## config.mk

```make
export PLATFORM = sky130hd
export DESIGN_NAME = mm_access_sched
export DESIGN_NICKNAME = d
export VERILOG_FILES = /design/src/rtl/mm_access_sched.sv
export SDC_FILE = /design/constraint.sdc
export NUM_CORES = 1
export LEC_CHECK = 0
export BUFFER_PORTS_ARGS = -buffer_cell sky130_fd_sc_hd__buf_2
export CORE_ASPECT_RATIO = 1.5
export CORE_MARGIN = 1.5
export CORE_UTILIZATION = 30
export CTS_CLUSTER_SIZE = 30
export DETAILED_ROUTE_END_ITERATION = 12
export PLACE_DENSITY = 0.59
export SLEW_MARGIN = 25
export SYNTH_ARGS = -nofsm -noshare
export SYNTH_HDL_FRONTEND = slang
export SYNTH_SLANG_ARGS = --single-unit
```

## constraint.sdc

```tcl
create_clock -name clk -period 2.08 [get_ports clk]
set_input_delay 0.208 -clock clk [delete_from_list [all_inputs] [get_ports clk]]
set_output_delay 0.208 -clock clk [all_outputs]
set_load 0.02 [all_outputs]
```

## src/rtl/mm_access_sched.sv

```systemverilog
// Matching-memory access scheduler: round-robin arbitration between two token
// requesters, lookup/resolve sequencing, occupancy tracking and full-blocking.
module mm_access_sched #(
  parameter int unsigned CNT_W = 6
) (
  input  logic             clk,
  input  logic             rst,
  input  logic             mm16,
  input  logic             req0_valid,
  output logic             req0_ready,
  input  logic             req1_valid,
  output logic             req1_ready,
  output logic             lkup_en,
  output logic             lkup_sel,
  input  logic             mtch_rslt,
  output logic             wr_en,
  output logic             del_en,
  output logic             out_valid,
  input  logic             out_ready,
  output logic [CNT_W-1:0] occ,
  output logic             mm_full
);

  typedef enum logic [1:0] {IDLE, LOOKUP, RESOLVE, EMIT} state_t;

  state_t           state_q, state_d;
  logic             lkup_sel_d;
  logic             last_grant_q, last_grant_d;
  logic [1:0]       block_q, block_d;
  logic [CNT_W-1:0] occ_d;
  logic [CNT_W-1:0] cap;
  logic [1:0]       elig;
  logic             at_cap;
  logic             grant;
  logic             consume;
  logic             lkup_en_d;
  logic             out_valid_d;

  assign cap     = mm16 ? CNT_W'(16) : CNT_W'(32);
  // At-or-above capacity also covers a mode switch that left occ over the limit
  assign at_cap  = (occ >= cap);
  assign mm_full = at_cap;
  assign elig    = {req1_valid & ~block_q[1], req0_valid & ~block_q[0]};

  // Next-state, grant, occupancy and the decoded strobes
  always_comb begin
    state_d      = state_q;
    lkup_sel_d   = lkup_sel;
    last_grant_d = last_grant_q;
    block_d      = block_q;
    occ_d        = occ;
    grant        = 1'b0;
    consume      = 1'b0;
    wr_en        = 1'b0;
    del_en       = 1'b0;

    case (state_q)
      IDLE: begin
        if (|elig) begin
          grant        = elig[~last_grant_q] ? ~last_grant_q : last_grant_q;
          lkup_sel_d   = grant;
          last_grant_d = grant;
          state_d      = LOOKUP;
        end
      end
      LOOKUP: state_d = RESOLVE;
      RESOLVE: begin
        if (mtch_rslt) begin
          del_en  = 1'b1;
          block_d = 2'b00;
          if (occ != '0) occ_d = occ - CNT_W'(1);
          state_d = EMIT;
        end else if (!at_cap) begin
          wr_en   = 1'b1;
          occ_d   = occ + CNT_W'(1);
          consume = 1'b1;
          state_d = IDLE;
        end else begin
          block_d[lkup_sel] = 1'b1;
          state_d           = IDLE;
        end
      end
      EMIT: begin
        if (out_ready) begin
          consume = 1'b1;
          state_d = IDLE;
        end
      end
      default: state_d = IDLE;
    endcase

    req0_ready  = consume & ~lkup_sel;
    req1_ready  = consume & lkup_sel;
    lkup_en_d   = (state_d == LOOKUP);
    out_valid_d = (state_d == EMIT);
  end

  // State and datapath registers
  always_ff @(posedge clk or posedge rst) begin
    if (rst) begin
      state_q      <= IDLE;
      lkup_sel     <= 1'b0;
      last_grant_q <= 1'b1;
      block_q      <= 2'b00;
      occ          <= '0;
      lkup_en      <= 1'b0;
      out_valid    <= 1'b0;
    end else begin
      state_q      <= state_d;
      lkup_sel     <= lkup_sel_d;
      last_grant_q <= last_grant_d;
      block_q      <= block_d;
      occ          <= occ_d;
      lkup_en      <= lkup_en_d;
      out_valid    <= out_valid_d;
    end
  end

endmodule

```

# Yosys cells after proc, flatten, opt, wreduce, memory -nomap -nowiden
# Cells that the tools add are included.
[op_classes] n_bitwise=9 n_lt_le_gt_ge=4 n_addsub=2 n_mux=22 eq_ne=7 n_reduce_logical=8
[ops] operator="2-to-1 mux 6 bit" n=4
[ops] operator="2-to-1 mux 1 bit" n=10
[ops] operator="2-to-1 mux 2 bit" n=5
[ops] operator="one-hot mux 2 bit (4 select lines)" n=1
[ops] operator="adder 6 x 1 -> 6 bit, second input constant" n=1
[ops] operator="== test 2 bit, second input constant" n=3
[ops] operator=">= comparator 6 bit" n=1
[ops] operator="nonzero test 6 bit" n=1
[ops] operator="subtractor 6 x 1 -> 6 bit, second input constant" n=1
[ops] operator="bitwise AND 1 bit" n=4
[ops] operator="== test 2 x 1 -> 1 bit, second input constant" n=2
[ops] operator="< comparator 1 x 2 -> 1 bit, second input constant" n=2
[ops] operator="inverter 1 bit" n=4
[ops] operator="AND reduction 2 bit" n=2
[ops] operator="AND reduction 3 bit" n=1
[ops] operator="zero test 2 bit" n=1
[ops] operator="inequality test 2 x 1 -> 1 bit, second input constant" n=1
[ops] operator="inequality test 2 bit, second input constant" n=1
[ops] operator="OR 2 bit" n=1
[ops] operator="one-hot mux 1 bit (2 select lines)" n=1
[ops] operator="nonzero test 2 bit" n=1
[ops] operator="OR reduction 2 bit" n=1
[ops] operator="demux 1 bit (select 1 bit)" n=1
[ops] operator=">= comparator 1 bit, second input constant" n=1
[ops] operator="logical AND 1 bit" n=1
[totals] input_bits=7 regBits=14 elab_cells=59

# Longest topological paths before layout
# Gate-level depths: netlist of run 1.
[depth] depth_word=7 depth_mapped=7 mapped_depth_nobuf=7

# Least setup slack after synthesis of run 1
# No wires, ideal clock.
[synth_timing] path_type="reg-to-output" from="reg occ[5]" to="out req0_ready" setup_slack_ns=-0.109 arrival_ns=1.981 path_stages_with_launch=7 path_buffers=0 cell_sequence="dfrtp_1 > ha_1 > and2b_2 > a311o_2 > o31ai_1 > nand2_1 > nor2_1"
[synth_between] elab_chain_len=5
[synth_rtl] item="start: declaration" line_no="20" rtl="output logic [CNT_W-1:0] occ,"
[synth_rtl] item="start signal: assignment" line_no="105" rtl="occ <= '0;"
[synth_rtl] item="start signal: assignment" line_no="113" rtl="occ <= occ_d;"
[synth_rtl] item=">= comparator 6 bit" line_no="41" rtl="assign at_cap = (occ >= cap);"
[synth_rtl] item="via mm_full" line_no="21" rtl="output logic mm_full"
[synth_rtl] item="2-to-1 mux 1 bit" line_no="73" rtl="end else if (!at_cap) begin"
[synth_rtl] item="2-to-1 mux 1 bit" line_no="68" rtl="if (mtch_rslt) begin"
[synth_rtl] item="one-hot mux 1 bit (2 select lines)" line_no="57" rtl="case (state_q)"
[synth_rtl] item="bitwise AND 1 bit" line_no="92" rtl="req0_ready = consume & ~lkup_sel;"
[synth_rtl] item="end: declaration" line_no="10" rtl="output logic req0_ready,"
# The timed path passes the listed nets, and every way through them passes these cells.

# Final worst setup path of run 1
[layout_timing] from="reg occ[5]" to="out wr_en"
[layout_between] elab_chain_len=4
[layout_rtl] item=">= comparator 6 bit" line_no="41"
[layout_rtl] item="2-to-1 mux 1 bit" line_no="73"
[layout_rtl] item="2-to-1 mux 1 bit" line_no="68"
[layout_rtl] item="2-to-1 mux 1 bit" line_no="57"
[layout_rtl] item="end: declaration" line_no="16" rtl="output logic wr_en,"
# No other way between the ends.

==> metrics.txt, run 1 <==
# TYPE chip_impl_metric gauge
chip_impl_info{name="status",value="finished with violations"} 1
chip_impl_info{name="failing_checks",value="setup timing"} 1
chip_impl_metric{name="grt_util_all_layers",unit="%"} 13.0
chip_impl_metric{name="finalWeightedCongestion",unit=""} 0.743
chip_impl_info{name="worstPathCellList",value="ha_4 > and2b_2 > a311o_2 > or3b_4 > inv_2 > buf_6"} 1
chip_impl_info{name="crit_type",value="flip-flop to output pin"} 1
chip_impl_metric{name="cts_inserted_buffers",unit=""} 3
chip_impl_metric{name="final_core_utilization",unit="%"} 41.4
chip_impl_metric{name="max_slew_margin",unit="%"} 63.9
chip_impl_metric{name="share_of_post_route_cells_with_drive_strength_above_1",unit="%"} 43.5
chip_impl_metric{name="synth.ff_latch_count",unit=""} 14
chip_impl_info{name="dominantRegCellSynth",value="dfrtp_1"} 1
chip_impl_metric{name="wire_length_of_the_first_global_routing_pass",unit="mm"} 2.98
chip_impl_metric{name="wirelength",unit="mm"} 1.69
chip_impl_info{name="synth.cells.most_frequent",value="dfrtp_1, nor2_1, ha_1, a21oi_1, inv_1"} 1
chip_impl_metric{name="worstPathBufferInverterCount",unit=""} 2
chip_impl_info{name="timing.critical_path.max_delay_family",value="simple AND/OR/NAND/NOR gates"} 1
chip_impl_metric{name="syn_to_final_growth",unit="%"} 32.1
chip_impl_metric{name="via_per_inst",unit=""} 4.74
chip_impl_metric{name="postSynthAreaPerCell",unit="sq um"} 10.5
chip_impl_metric{name="remaining_drc_errors",unit=""} 0
chip_impl_metric{name="ys_warn_count",unit=""} 0
chip_impl_info{name="clock_tree_from_tritoncts",value="yes"} 1
chip_impl_metric{name="worst_ep_required_time",unit="ps"} 1870
chip_impl_metric{name="timing.final.hold_violations",unit=""} 0
chip_impl_metric{name="port_buffers",unit=""} 20
chip_impl_metric{name="crit_fanout",unit=""} 4
chip_impl_metric{name="synth_nets",unit=""} 94
chip_impl_metric{name="place.detailed.hpwl",unit="mm"} 1.38
chip_impl_metric{name="gr-total-overflow",unit=""} 0
chip_impl_metric{name="synth.lib_cells_used.distinct",unit=""} 33
chip_impl_metric{name="max-clock-path-buffers",unit=""} 2
chip_impl_metric{name="die-width",unit="microns"} 46.2
chip_impl_metric{name="site_row_count",unit=""} 23
chip_impl_metric{name="antenna_cells_inserted",unit=""} 0
chip_impl_metric{name="totalNegativeSetupSlack",unit="ps"} -227
chip_impl_info{name="cts.root.buffer_cell",value="clkbuf_8"} 1
chip_impl_metric{name="post-place-cells",unit=""} 139
chip_impl_metric{name="ctsHtreeMaxLevel",unit=""} 1
chip_impl_metric{name="layout_min_cycle_time",unit="ps"} 2180
chip_impl_metric{name="fmaxAchievable",unit="MHz"} 459
chip_impl_metric{name="ant_nets",unit=""} 0
chip_impl_metric{name="post-synth-top-area-fraction",unit="%"} 38.8
chip_impl_metric{name="postSynth.asyncResetShare",unit="%"} 100
chip_impl_metric{name="detail_route.iter0.violations",unit=""} 7
chip_impl_metric{name="setup_ws",unit="ps"} -98.9
chip_impl_metric{name="drt-pass1-iter-count",unit=""} 4
chip_impl_metric{name="number_of_setup_violations_in_the_final_report",unit=""} 3
chip_impl_metric{name="ir_drop",unit="V"} 0.000713
chip_impl_metric{name="grt_start_max_net_pins",unit=""} 15
chip_impl_metric{name="finClkSkew",unit="ps"} 6.70
chip_impl_info{name="worst_hold_path_type",value="primary input to asynchronous set/reset pin"} 1
chip_impl_metric{name="num_vias",unit=""} 687
chip_impl_metric{name="initial_utilization",unit="%"} 31.3
chip_impl_metric{name="synthesis.instances",unit=""} 80
chip_impl_metric{name="power_per_cell_area",unit="mW/mm^2"} 1680
chip_impl_metric{name="die_area",unit="sq mm"} 0.00313
chip_impl_info{name="yosys.area.top_type",value="dfrtp_1"} 1
chip_impl_metric{name="cts_sinks",unit=""} 14
chip_impl_info{name="post-synth-top-count-cell",value="dfrtp_1"} 1
chip_impl_metric{name="final.period_utilization",unit="%"} 105
chip_impl_metric{name="ys_seq_area_share",unit="%"} 41.9
chip_impl_info{name="crit_path_start_kind",value="flip-flop"} 1
chip_impl_metric{name="tightestPinTransition",unit="ps"} 541
chip_impl_metric{name="count_of_max_cap_constraint_violations",unit=""} 0
chip_impl_metric{name="dieHeight",unit="microns"} 67.7
chip_impl_metric{name="initial_antenna_violation_count",unit=""} 0
chip_impl_metric{name="arrival",unit="ps"} 1970
chip_impl_metric{name="first_global_vias",unit=""} 700
chip_impl_info{name="grt_setup_unrepaired",value="yes"} 1
chip_impl_metric{name="avgRoutedWirePerCell",unit="microns"} 11.6
chip_impl_metric{name="cts.clk_slew.worst_paths",unit="ps"} 60
chip_impl_metric{name="core",unit="sq mm"} 0.00268
chip_impl_metric{name="post_synth_instance_area",unit="sq um"} 838
chip_impl_metric{name="io-pin-count",unit=""} 21
chip_impl_metric{name="cp_slowest_stage_delay",unit="ps"} 420
chip_impl_info{name="setup.worst_path.end_class",value="output pin"} 1
chip_impl_metric{name="clock_insertion_delay_worst_skew",unit="ps"} 240
chip_impl_metric{name="synth_edf_count",unit=""} 0
chip_impl_metric{name="timing_max_transition_violations_final",unit=""} 0
chip_impl_metric{name="fin_worst_hold_slack",unit="ps"} 2.42
chip_impl_metric{name="power.static_leakage",unit="uW"} 0.000536
chip_impl_info{name="top_cells_by_area_synth",value="dfrtp_1, ha_1, mux2_2"} 1
chip_impl_metric{name="fin_nets",unit=""} 123
chip_impl_metric{name="layoutNonFillerInstCount",unit=""} 145
chip_impl_metric{name="report.power.total",unit="uW"} 1860
chip_impl_info{name="slowest_cell_on_the_critical_path",value="dfrtp_2"} 1
[layer usage]
layer / vias up / track usage (%) / wire [microns]
li1: 341 / - / -
met1: 327 / 14.1 / 711
met4: 0 / 5.36 / 0
met2: 19 / 24.0 / 917
met5: - / 0 / 0
met3: 0 / 1.60 / 60
[final timing paths]
| path | from | to | slack [ps] | cells after the start |
|---|---|---|---|---|
| worst min-delay path | rst | occ[3] | 2 | 2 |
| worst min register to register | last_grant_q | last_grant_q | 500 | 2 |
| worst max-delay path | occ[5] | wr_en | -100 | 6 |
| min in group clk | out_ready | state_q[1] | 170 | 2 |
| worst max register to register | occ[5] | occ[1] | 90 | 7 |
| max in group asynchronous | rst | occ[5] | 1690 | 2 |
[sequential cells by signal, summed over array words and instances (netlist names)]
register,cells
block_q,2
last_grant_q,1
lkup_sel,1
state_q,2
out_valid,1
lkup_en,1
occ,6
[per-stage QoR]
stage / worst slack, ps / instance area (sq um)
6_report: -98.9 / 1110
5_1_grt: -157 / 1110
4_1_cts: -191 / 1090
3_5_place_dp: 53.5 / 1000
3_3_place_gp: 65.5 / 1000
2_1_floorplan: 0.155 / 845
[cell type report]
type,count,area (sq um)
Inverter,4,15.0
Tap cell,37,46.3
Timing Repair Buffer,26,164
Multi-Input combinational cell,60,484
Fill cell,283,1570
Clock buffer,4,45.0
Sequential cell,14,353
[cells in the final DEF (no fill, tap or decap), types with 2 or more instances in the layout]
master,n
inv_1,3
nor2_1,6
a21boi_0,2
mux2i_1,2
nor3_1,2
and2b_2,2
mux2_2,3
nand2b_1,3
nand2_1,3
dfrtp_1,12
buf_6,3
nor2_2,2
xor2_1,3
ha_1,5
xnor2_1,2
o21ai_0,2
a21oi_1,5
clkbuf_8,3
buf_4,6
buf_2,17
a31oi_1,3
[worst register-to-register path, delay by kind of cell (launching register included)]
family                     cells  cell delay, ps
DFF                            1             420
buffers and inverters          1             150
AOI/OAI and AO/OA              2             480
adders and majority gates      1             220
muxes                          1             300
and+or+nand+nor                2             300
[timing repair]
action / 4_1_cts / 5_1_grt
setup endpoints to repair: 3 / 7
buffers inserted: 2 / 0
hold buffers: 0 / 0
gates resized for setup: 5 / 6
pin swaps: 2 / 3
[where the power goes]
part           total, uW  switching, uW  internal, uW
sequential           549            131           418
combinational       1090            563           525
clock                220           85.5           135
total               1860            779          1080
[cells by family after synthesis]
family / after synthesis / share of synthesized area, %
muxes: 5 / 6.42
and+or+nand+nor: 22 / 13.7
DFF: 14 / 41.9
adders and majority gates: 7 / 11.3
xor gates and xnor gates: 5 / 5.22
AOI/OAI and AO/OA: 21 / 17.3
buffers and inverters: 6 / 4.03
Note: power is estimated with default switching activity, not from simulation.
==> inputs of run 2 (changes only) <==
--- a/config.mk
+++ b/config.mk
@@ -5,13 +5,15 @@
 export SDC_FILE = /design/constraint.sdc
 export NUM_CORES = 1
 export LEC_CHECK = 0
+export ABC_AREA = 1
 export BUFFER_PORTS_ARGS = -buffer_cell sky130_fd_sc_hd__buf_2
 export CORE_ASPECT_RATIO = 1.5
 export CORE_MARGIN = 1.5
 export CORE_UTILIZATION = 30
 export CTS_CLUSTER_SIZE = 30
 export DETAILED_ROUTE_END_ITERATION = 12
-export PLACE_DENSITY = 0.59
+export PLACE_DENSITY = 0.58
+export SKIP_LAST_GASP = 1
 export SLEW_MARGIN = 25
 export SYNTH_ARGS = -nofsm -noshare
 export SYNTH_HDL_FRONTEND = slang
==> run 2 against run 1 <==
Effect of this change: the run ends with hold timing left; register-to-register slack gained 380 ps; fmax grew 13%; global-route usage grew 0.19 points; clock power grew 22%; largest cell class unchanged; largest power group unchanged.
==> metrics.txt, run 2 <==
# TYPE chip_impl_metric gauge
chip_impl_info{name="status",value="finished with violations"} 1
chip_impl_info{name="failing_checks",value="hold timing"} 1
chip_impl_metric{name="synth.lib_cells_used.distinct",unit=""} 24
chip_impl_metric{name="tightestPinTransition",unit="ps"} 545
chip_impl_info{name="clock_tree_from_tritoncts",value="yes"} 1
chip_impl_metric{name="cts_sinks",unit=""} 14
chip_impl_metric{name="r2r.worst_path.cells",unit=""} 9
chip_impl_metric{name="drt-pass1-iter-count",unit=""} 4
chip_impl_metric{name="port_buffers",unit=""} 20
chip_impl_info{name="layout_commonest_cell",value="nand2_1"} 1
chip_impl_info{name="crit_type",value="flip-flop to output pin"} 1
chip_impl_metric{name="worst_ep_required_time",unit="ps"} 1870
chip_impl_metric{name="io-pin-count",unit=""} 21
chip_impl_metric{name="grt_util_all_layers",unit="%"} 13.1
chip_impl_info{name="setup.worst_path.end_class",value="output pin"} 1
chip_impl_metric{name="syn_to_final_growth",unit="%"} 23.3
chip_impl_metric{name="max_slew_margin",unit="%"} 63.7
chip_impl_metric{name="gr-total-overflow",unit=""} 0
chip_impl_info{name="grt_setup_unrepaired",value="no"} 1
chip_impl_metric{name="final.period_utilization",unit="%"} 92.4
chip_impl_metric{name="synth_nets",unit=""} 129
chip_impl_metric{name="ctsHoldBuffers",unit=""} 0
chip_impl_metric{name="site_row_count",unit=""} 24
chip_impl_metric{name="ys_seq_area_share",unit="%"} 37.4
chip_impl_info{name="crit_path_start_kind",value="flip-flop"} 1
chip_impl_metric{name="number_of_setup_violations_in_the_final_report",unit=""} 0
chip_impl_metric{name="antenna_cells_inserted",unit=""} 0
chip_impl_info{name="most-common-layout-cells",value="nand2_1, buf_2, inv_1"} 1
chip_impl_metric{name="via_per_inst",unit=""} 4.52
chip_impl_metric{name="dieHeight",unit="microns"} 71.6
chip_impl_metric{name="totalNegativeSetupSlack",unit="ps"} 0
chip_impl_metric{name="wire_length_of_the_first_global_routing_pass",unit="mm"} 3.53
chip_impl_metric{name="largest_register_ff_count",unit=""} 6
chip_impl_metric{name="clock_insertion_delay_worst_skew",unit="ps"} 250
chip_impl_metric{name="crit_fanout",unit=""} 5
chip_impl_metric{name="avgRoutedWirePerCell",unit="microns"} 11.4
chip_impl_metric{name="fin_worst_hold_slack",unit="ps"} -9.20
chip_impl_metric{name="initial_antenna_violation_count",unit=""} 0
chip_impl_metric{name="detailedPlace.worstSlack",unit="ps"} 316
chip_impl_metric{name="timing.final.hold_violations",unit=""} 6
chip_impl_metric{name="post-synth-top-area-fraction",unit="%"} 34.6
chip_impl_metric{name="post_synth_instance_area",unit="sq um"} 941
chip_impl_metric{name="fill_cells",unit=""} 346
chip_impl_metric{name="regArea",unit="sq um"} 352
chip_impl_metric{name="ant_nets",unit=""} 0
chip_impl_metric{name="fmaxAchievable",unit="MHz"} 520
chip_impl_metric{name="finalWeightedCongestion",unit=""} 0.828
chip_impl_metric{name="final_core_utilization",unit="%"} 39.4
chip_impl_info{name="yosys.area.top_type",value="dfrtp_1"} 1
chip_impl_metric{name="place.detailed.hpwl",unit="mm"} 1.57
chip_impl_metric{name="postCtsResizedCells",unit=""} 0
chip_impl_metric{name="postCtsSetupRepairBufs",unit=""} 0
chip_impl_metric{name="ir_drop",unit="V"} 0.000615
chip_impl_info{name="dominantRegCellSynth",value="dfrtp_1"} 1
chip_impl_metric{name="timing_max_transition_violations_final",unit=""} 0
chip_impl_metric{name="core",unit="sq mm"} 0.00294
chip_impl_metric{name="grt_start_max_net_pins",unit=""} 15
chip_impl_metric{name="setup_ws",unit="ps"} 158
chip_impl_metric{name="power.static_leakage",unit="uW"} 0.000667
chip_impl_info{name="cts.root.buffer_cell",value="clkbuf_8"} 1
chip_impl_info{name="worst_hold_path_type",value="primary input to asynchronous set/reset pin"} 1
chip_impl_metric{name="multi_input_area",unit="sq um"} 512
chip_impl_metric{name="postSynth.asyncResetShare",unit="%"} 100
chip_impl_metric{name="power_per_cell_area",unit="mW/mm^2"} 1580
chip_impl_metric{name="synth.ff_latch_count",unit=""} 14
chip_impl_metric{name="remaining_drc_errors",unit=""} 0
chip_impl_metric{name="first_global_vias",unit=""} 816
chip_impl_info{name="reg.largest.list",value="occ (6), block_q (2), state_q (2)"} 1
chip_impl_metric{name="ys_warn_count",unit=""} 0
chip_impl_metric{name="synth_edf_count",unit=""} 0
chip_impl_metric{name="synthesis.instances",unit=""} 115
chip_impl_metric{name="cp_slowest_stage_delay",unit="ps"} 430
chip_impl_metric{name="cts_inserted_buffers",unit=""} 3
chip_impl_metric{name="detail_route.iter0.violations",unit=""} 22
chip_impl_metric{name="finClkSkew",unit="ps"} 10.6
chip_impl_metric{name="count_of_max_cap_constraint_violations",unit=""} 0
chip_impl_metric{name="ctsHtreeMaxLevel",unit=""} 1
chip_impl_metric{name="share_of_post_route_cells_with_drive_strength_above_1",unit="%"} 28.4
chip_impl_metric{name="num_vias",unit=""} 814
chip_impl_metric{name="die-width",unit="microns"} 48.7
chip_impl_metric{name="r2r_slack",unit="ps"} 470
chip_impl_metric{name="postSynthAreaPerCell",unit="sq um"} 8.18
chip_impl_info{name="slowest_cell_on_the_critical_path",value="dfrtp_1"} 1
chip_impl_metric{name="fin_nets",unit=""} 156
chip_impl_metric{name="layout_min_cycle_time",unit="ps"} 1920
chip_impl_info{name="top_cells_by_area_synth",value="dfrtp_1, nand2_1, ha_1"} 1
chip_impl_info{name="post-synth-top-count-cell",value="nand2_1"} 1
chip_impl_metric{name="initial_utilization",unit="%"} 32.0
chip_impl_info{name="regMostFlops",value="occ"} 1
chip_impl_info{name="synth.cells.most_frequent",value="nand2_1, inv_1, dfrtp_1, nand3_1, ha_1"} 1
chip_impl_info{name="critical_path.reg2reg.endpoint",value="occ[2]"} 1
chip_impl_info{name="r2r-start",value="occ[5]"} 1
chip_impl_metric{name="max-clock-path-buffers",unit=""} 2
chip_impl_metric{name="cts.clk_slew.worst_paths",unit="ps"} 70
chip_impl_info{name="worstPathCellList",value="ha_1 > a21oi_4 > nand4_4 > nand2_2 > inv_2 > nor2_2 > buf_2"} 1
chip_impl_metric{name="wirelength",unit="mm"} 2.05
chip_impl_metric{name="arrival",unit="ps"} 1710
chip_impl_metric{name="die_area",unit="sq mm"} 0.00349
==> run 2: cell types whose count changed in the layout (fill, tap and decap cells not counted), sizes merged, moves of 3 or more <==
cell,before,now
nand3,0,14
o21ai,3,6
mux2,3,0
a31oi,3,0
nand2,3,35
nand2b,3,0
inv,4,20
buf,26,22
==> run 2: metal layers <==
layer | up-vias | part of all wire [%] | track usage, %
li1 | 414 | - | -
met1 | 372 | 41 | 13.6
met2 | 24 | 53 | 25.0
met3 | 4 | 4.3 | 2.71
met4 | 0 | 1.5 | 6.03
met5 | - | 0 | 0
==> run 2: worst max-delay path by stage <==
stage                            end  slack (ps)   start  depth (start not counted)
after floorplan           req0_ready         350  occ[5]                          6
after global placement    req1_ready         370  occ[5]                          7
after detailed placement  req1_ready         320  occ[5]                          7
after CTS                 req1_ready          30  occ[5]                          7
after global routing      req0_ready          50  occ[5]                          9
final                     req1_ready         160  occ[5]                          7
==> run 2: where the power goes <==
| part | switching (uW) | internal [uW] | leakage, uW |
|---|---|---|---|
| registers | 144 | 408 | 0.000174 |
| clock network | 101 | 168 | 0.0000288 |
| logic | 636 | 380 | 0.000464 |
==> run 2: cell families (layout without fill, tap and decap cells) <==
group | after synthesis | in the layout | synth area share [%]
and+or+nand+nor | 59 | 59 | 33.1
buffers and inverters | 20 | 46 | 8.25
DFF | 14 | 14 | 37.4
AOI/OAI and AO/OA | 11 | 11 | 7.45
adders and majority gates | 7 | 7 | 10.1
xor gates and xnor gates | 4 | 4 | 3.72
==> run 2: cell type report <==
cell class	instances	area share, %
multi-input cells	81	44.1
flip-flops and latches	14	30.3
repair buffers	22	9.92
inverters	20	6.69
clock buffers	4	4.75
well taps	39	4.21
==> run 2: worst max-delay path, delay by kind of cell, from the launching register on <==
family / cells / cell delay (ps)
adders and majority gates: 1 / 350
AOI/OAI and AO/OA: 1 / 210
buffers and inverters: 2 / 200
and+or+nand+nor: 3 / 270
DFF: 1 / 430
==> run 2: stage by stage <==
| step | power [uW] | std cells | area, sq um | hold slack (ps) |
|---|---|---|---|---|
| after global placement | 1550 | 174 | 1090 | 282 |
| final | 1840 | 180 | 1160 | -9.20 |
| after floorplan | 1300 | 115 | 941 | 96.5 |
| after detailed placement | 1570 | 174 | 1090 | 292 |
| after CTS | 1850 | 178 | 1140 | 27.2 |
| after global routing | 2010 | 180 | 1160 | 45.5 |
==> inputs of run 3 (changes only) <==
--- a/config.mk
+++ b/config.mk
@@ -7,12 +7,14 @@
 export LEC_CHECK = 0
 export ABC_AREA = 1
 export BUFFER_PORTS_ARGS = -buffer_cell sky130_fd_sc_hd__buf_2
+export CELL_PAD_IN_SITES_DETAIL_PLACEMENT = 0
+export CELL_PAD_IN_SITES_GLOBAL_PLACEMENT = 1
 export CORE_ASPECT_RATIO = 1.5
 export CORE_MARGIN = 1.5
 export CORE_UTILIZATION = 30
 export CTS_CLUSTER_SIZE = 30
 export DETAILED_ROUTE_END_ITERATION = 12
-export PLACE_DENSITY = 0.58
+export PLACE_DENSITY = 0.7
 export SKIP_LAST_GASP = 1
 export SLEW_MARGIN = 25
 export SYNTH_ARGS = -nofsm -noshare
==> constraint.sdc (replaced) <==
create_clock -name clk -period 2 [get_ports clk]
set_input_delay 0.2 -clock clk [delete_from_list [all_inputs] [get_ports clk]]
set_output_delay 0.2 -clock clk [all_outputs]
set_load 0.02 [all_outputs]
==> run 3 against run 2 <==
Effect of this change: the run still ends with hold timing left; total power up 4.6%; worst hold slack improved by 1.5 ps; clock power is 3% higher; wire length shrank 7.7%; sequential power grew 3%; worst setup slack better by 20 ps; count of clock-buffer cells in the layout did not move; non-clock buffer count is the same; first-iteration DRC count is 55% higher; sequential share of layout area is 0.25 points lower; critical endpoint is now req0_ready; largest power group unchanged.
==> metrics.txt, run 3 (same netlist as run 2, synthesis figures left out) <==
# TYPE chip_impl_metric gauge
chip_impl_metric{name="wire_length_of_the_first_global_routing_pass",unit="mm"} 3.17
chip_impl_info{name="endpoint_of_the_most_critical_setup_path",value="req0_ready"} 1
chip_impl_metric{name="first_global_vias",unit=""} 741
chip_impl_info{name="most-common-layout-cells",value="nand2_1, buf_2, inv_1"} 1
chip_impl_metric{name="syn_to_final_growth",unit="%"} 24.7
chip_impl_metric{name="count_of_max_cap_constraint_violations",unit=""} 0
chip_impl_metric{name="arrival",unit="ps"} 1620
chip_impl_metric{name="timing.critical_path.depth",unit=""} 9
chip_impl_metric{name="via_per_inst",unit=""} 4.48
chip_impl_metric{name="final.period_utilization",unit="%"} 91.1
chip_impl_metric{name="fill_cells",unit=""} 322
chip_impl_metric{name="largest_register_ff_count",unit=""} 6
chip_impl_info{name="cts.root.buffer_cell",value="clkbuf_8"} 1
chip_impl_info{name="regMostFlops",value="occ"} 1
chip_impl_metric{name="ir_drop",unit="V"} 0.000660
chip_impl_metric{name="power_per_cell_area",unit="mW/mm^2"} 1640
chip_impl_info{name="status",value="finished with violations"} 1
chip_impl_info{name="timing.critical_path.max_delay_family",value="flip-flops"} 1
chip_impl_metric{name="cts.clk_slew.worst_paths",unit="ps"} 60
chip_impl_metric{name="initial_utilization",unit="%"} 32.0
chip_impl_info{name="r2r-start",value="occ[5]"} 1
chip_impl_metric{name="gr-total-overflow",unit=""} 0
chip_impl_metric{name="worst_ep_required_time",unit="ps"} 1800
chip_impl_metric{name="dieHeight",unit="microns"} 71.6
chip_impl_metric{name="detail_route.iter0.violations",unit=""} 34
chip_impl_info{name="reg.largest.list",value="occ (6), block_q (2), state_q (2)"} 1
chip_impl_metric{name="number_of_setup_violations_in_the_final_report",unit=""} 0
chip_impl_metric{name="antenna_cells_inserted",unit=""} 0
chip_impl_metric{name="fin_nets",unit=""} 156
chip_impl_metric{name="ant_nets",unit=""} 0
chip_impl_metric{name="num_vias",unit=""} 806
chip_impl_metric{name="grt_util_all_layers",unit="%"} 12.1
chip_impl_metric{name="wirelength",unit="mm"} 1.89
chip_impl_info{name="worst_hold_path_type",value="primary input to asynchronous set/reset pin"} 1
chip_impl_metric{name="place.detailed.hpwl",unit="mm"} 1.49
chip_impl_metric{name="port_buffers",unit=""} 20
chip_impl_metric{name="core",unit="sq mm"} 0.00294
chip_impl_metric{name="ctsHoldBuffers",unit=""} 0
chip_impl_info{name="crit_path_start_kind",value="flip-flop"} 1
chip_impl_metric{name="cts_inserted_buffers",unit=""} 3
chip_impl_metric{name="r2r.worst_path.cells",unit=""} 9
chip_impl_metric{name="die-width",unit="microns"} 48.7
chip_impl_metric{name="r2r_slack",unit="ps"} 470
chip_impl_info{name="layout_commonest_cell",value="nand2_1"} 1
chip_impl_metric{name="report.power.total",unit="uW"} 1920
chip_impl_metric{name="crit_fanout",unit=""} 5
chip_impl_info{name="setup.worst_path.end_class",value="output pin"} 1
chip_impl_metric{name="clock_insertion_delay_worst_skew",unit="ps"} 250
chip_impl_info{name="worstPathCellList",value="ha_4 > nand2_1 > inv_1 > nand3_2 > nand4_4 > nand2_2 > inv_2 > nor2_2 > buf_2"} 1
chip_impl_metric{name="share_of_post_route_cells_with_drive_strength_above_1",unit="%"} 29.8
chip_impl_metric{name="cts_sinks",unit=""} 14
chip_impl_metric{name="ctsHtreeMaxLevel",unit=""} 1
chip_impl_info{name="clock_tree_from_tritoncts",value="yes"} 1
chip_impl_info{name="timing.critical_path.from",value="occ[5]"} 1
chip_impl_info{name="grt_setup_unrepaired",value="no"} 1
chip_impl_metric{name="io-pin-count",unit=""} 21
chip_impl_metric{name="fin_worst_hold_slack",unit="ps"} -7.73
chip_impl_metric{name="layout_min_cycle_time",unit="ps"} 1820
chip_impl_metric{name="finClkSkew",unit="ps"} 7.11
chip_impl_info{name="failing_checks",value="hold timing"} 1
chip_impl_metric{name="max_slew_margin",unit="%"} 62.8
chip_impl_metric{name="finalWeightedCongestion",unit=""} 0.733
chip_impl_info{name="crit_type",value="flip-flop to output pin"} 1
chip_impl_metric{name="tightestPinTransition",unit="ps"} 557
chip_impl_metric{name="initial_antenna_violation_count",unit=""} 0
chip_impl_metric{name="site_row_count",unit=""} 24
chip_impl_metric{name="die_area",unit="sq mm"} 0.00349
chip_impl_metric{name="timing.final.hold_violations",unit=""} 6
chip_impl_metric{name="remaining_drc_errors",unit=""} 0
chip_impl_metric{name="drt-pass1-iter-count",unit=""} 4
chip_impl_metric{name="cp_slowest_stage_delay",unit="ps"} 450
chip_impl_metric{name="timing_max_transition_violations_final",unit=""} 0
chip_impl_metric{name="worstPathBufferInverterCount",unit=""} 3
chip_impl_metric{name="grt_start_max_net_pins",unit=""} 15
chip_impl_metric{name="fmaxAchievable",unit="MHz"} 549
chip_impl_info{name="critical_path.reg2reg.endpoint",value="occ[5]"} 1
chip_impl_info{name="slowest_cell_on_the_critical_path",value="dfrtp_2"} 1
chip_impl_metric{name="power.static_leakage",unit="uW"} 0.000666
chip_impl_metric{name="max-clock-path-buffers",unit=""} 2
chip_impl_metric{name="totalNegativeSetupSlack",unit="ps"} 0
chip_impl_metric{name="avgRoutedWirePerCell",unit="microns"} 10.5
[run 3: changes by cell type in the layout (fill, tap and decap cells not counted)]
cell / change
dfrtp_1: -1
dfrtp_2: +1
ha_1: -1
ha_4: +1
[run 3: layout make-up]
cell class	count	area (sq um)	share of cell area, %
repair buffers	22	115	9.81
inverters	20	77.6	6.61
well taps	39	48.8	4.16
multi-input cells	81	524	44.7
clock buffers	4	55.1	4.69
flip-flops and latches	14	353	30.1
[run 3: worst min path at each step]
stage	startpoint	end	slack [ps]	cells after the start
6_report	rst	occ[4]	-8	2
3_5_place_dp	rst	block_q[0]	280	2
4_1_cts	rst	block_q[0]	9	2
2_1_floorplan	rst	block_q[0]	90	1
5_1_grt	rst	occ[4]	40	2
3_3_place_gp	rst	occ[4]	280	2
[run 3: stage by stage]
step	cell area [sq um]	worst slack (ps)	util, %	instances
global placement	1100	302	37.3	175
detailed placement	1100	262	37.3	175
global route	1170	67.6	39.9	180
CTS	1160	89.0	39.4	180
finish	1170	179	39.9	180
floorplan	941	277	-	115
[run 3: timing repair]
action                     in CTS  in global routing
setup endpoints to repair       2                  2
pin swaps                       1                  0
gates resized for setup         0                  2
setup buffers                   1                  0
[run 3: power breakdown]
group	switching [uW]	internal, uW
sequential	143	426
combinational	661	415
clock	102	174
total	906	1020
[run 3: metal layers]
| layer | routed length (microns) | GRT usage, % | up-vias | share of wire [%] |
|---|---|---|---|---|
| met3 | 80 | 2.50 | 2 | 4.2 |
| li1 | - | - | 418 | - |
| met5 | 0 | 0 | - | 0 |
| met1 | 809 | 13.2 | 361 | 43 |
| met2 | 985 | 21.6 | 25 | 52 |
| met4 | 19 | 6.67 | 0 | 1.0 |
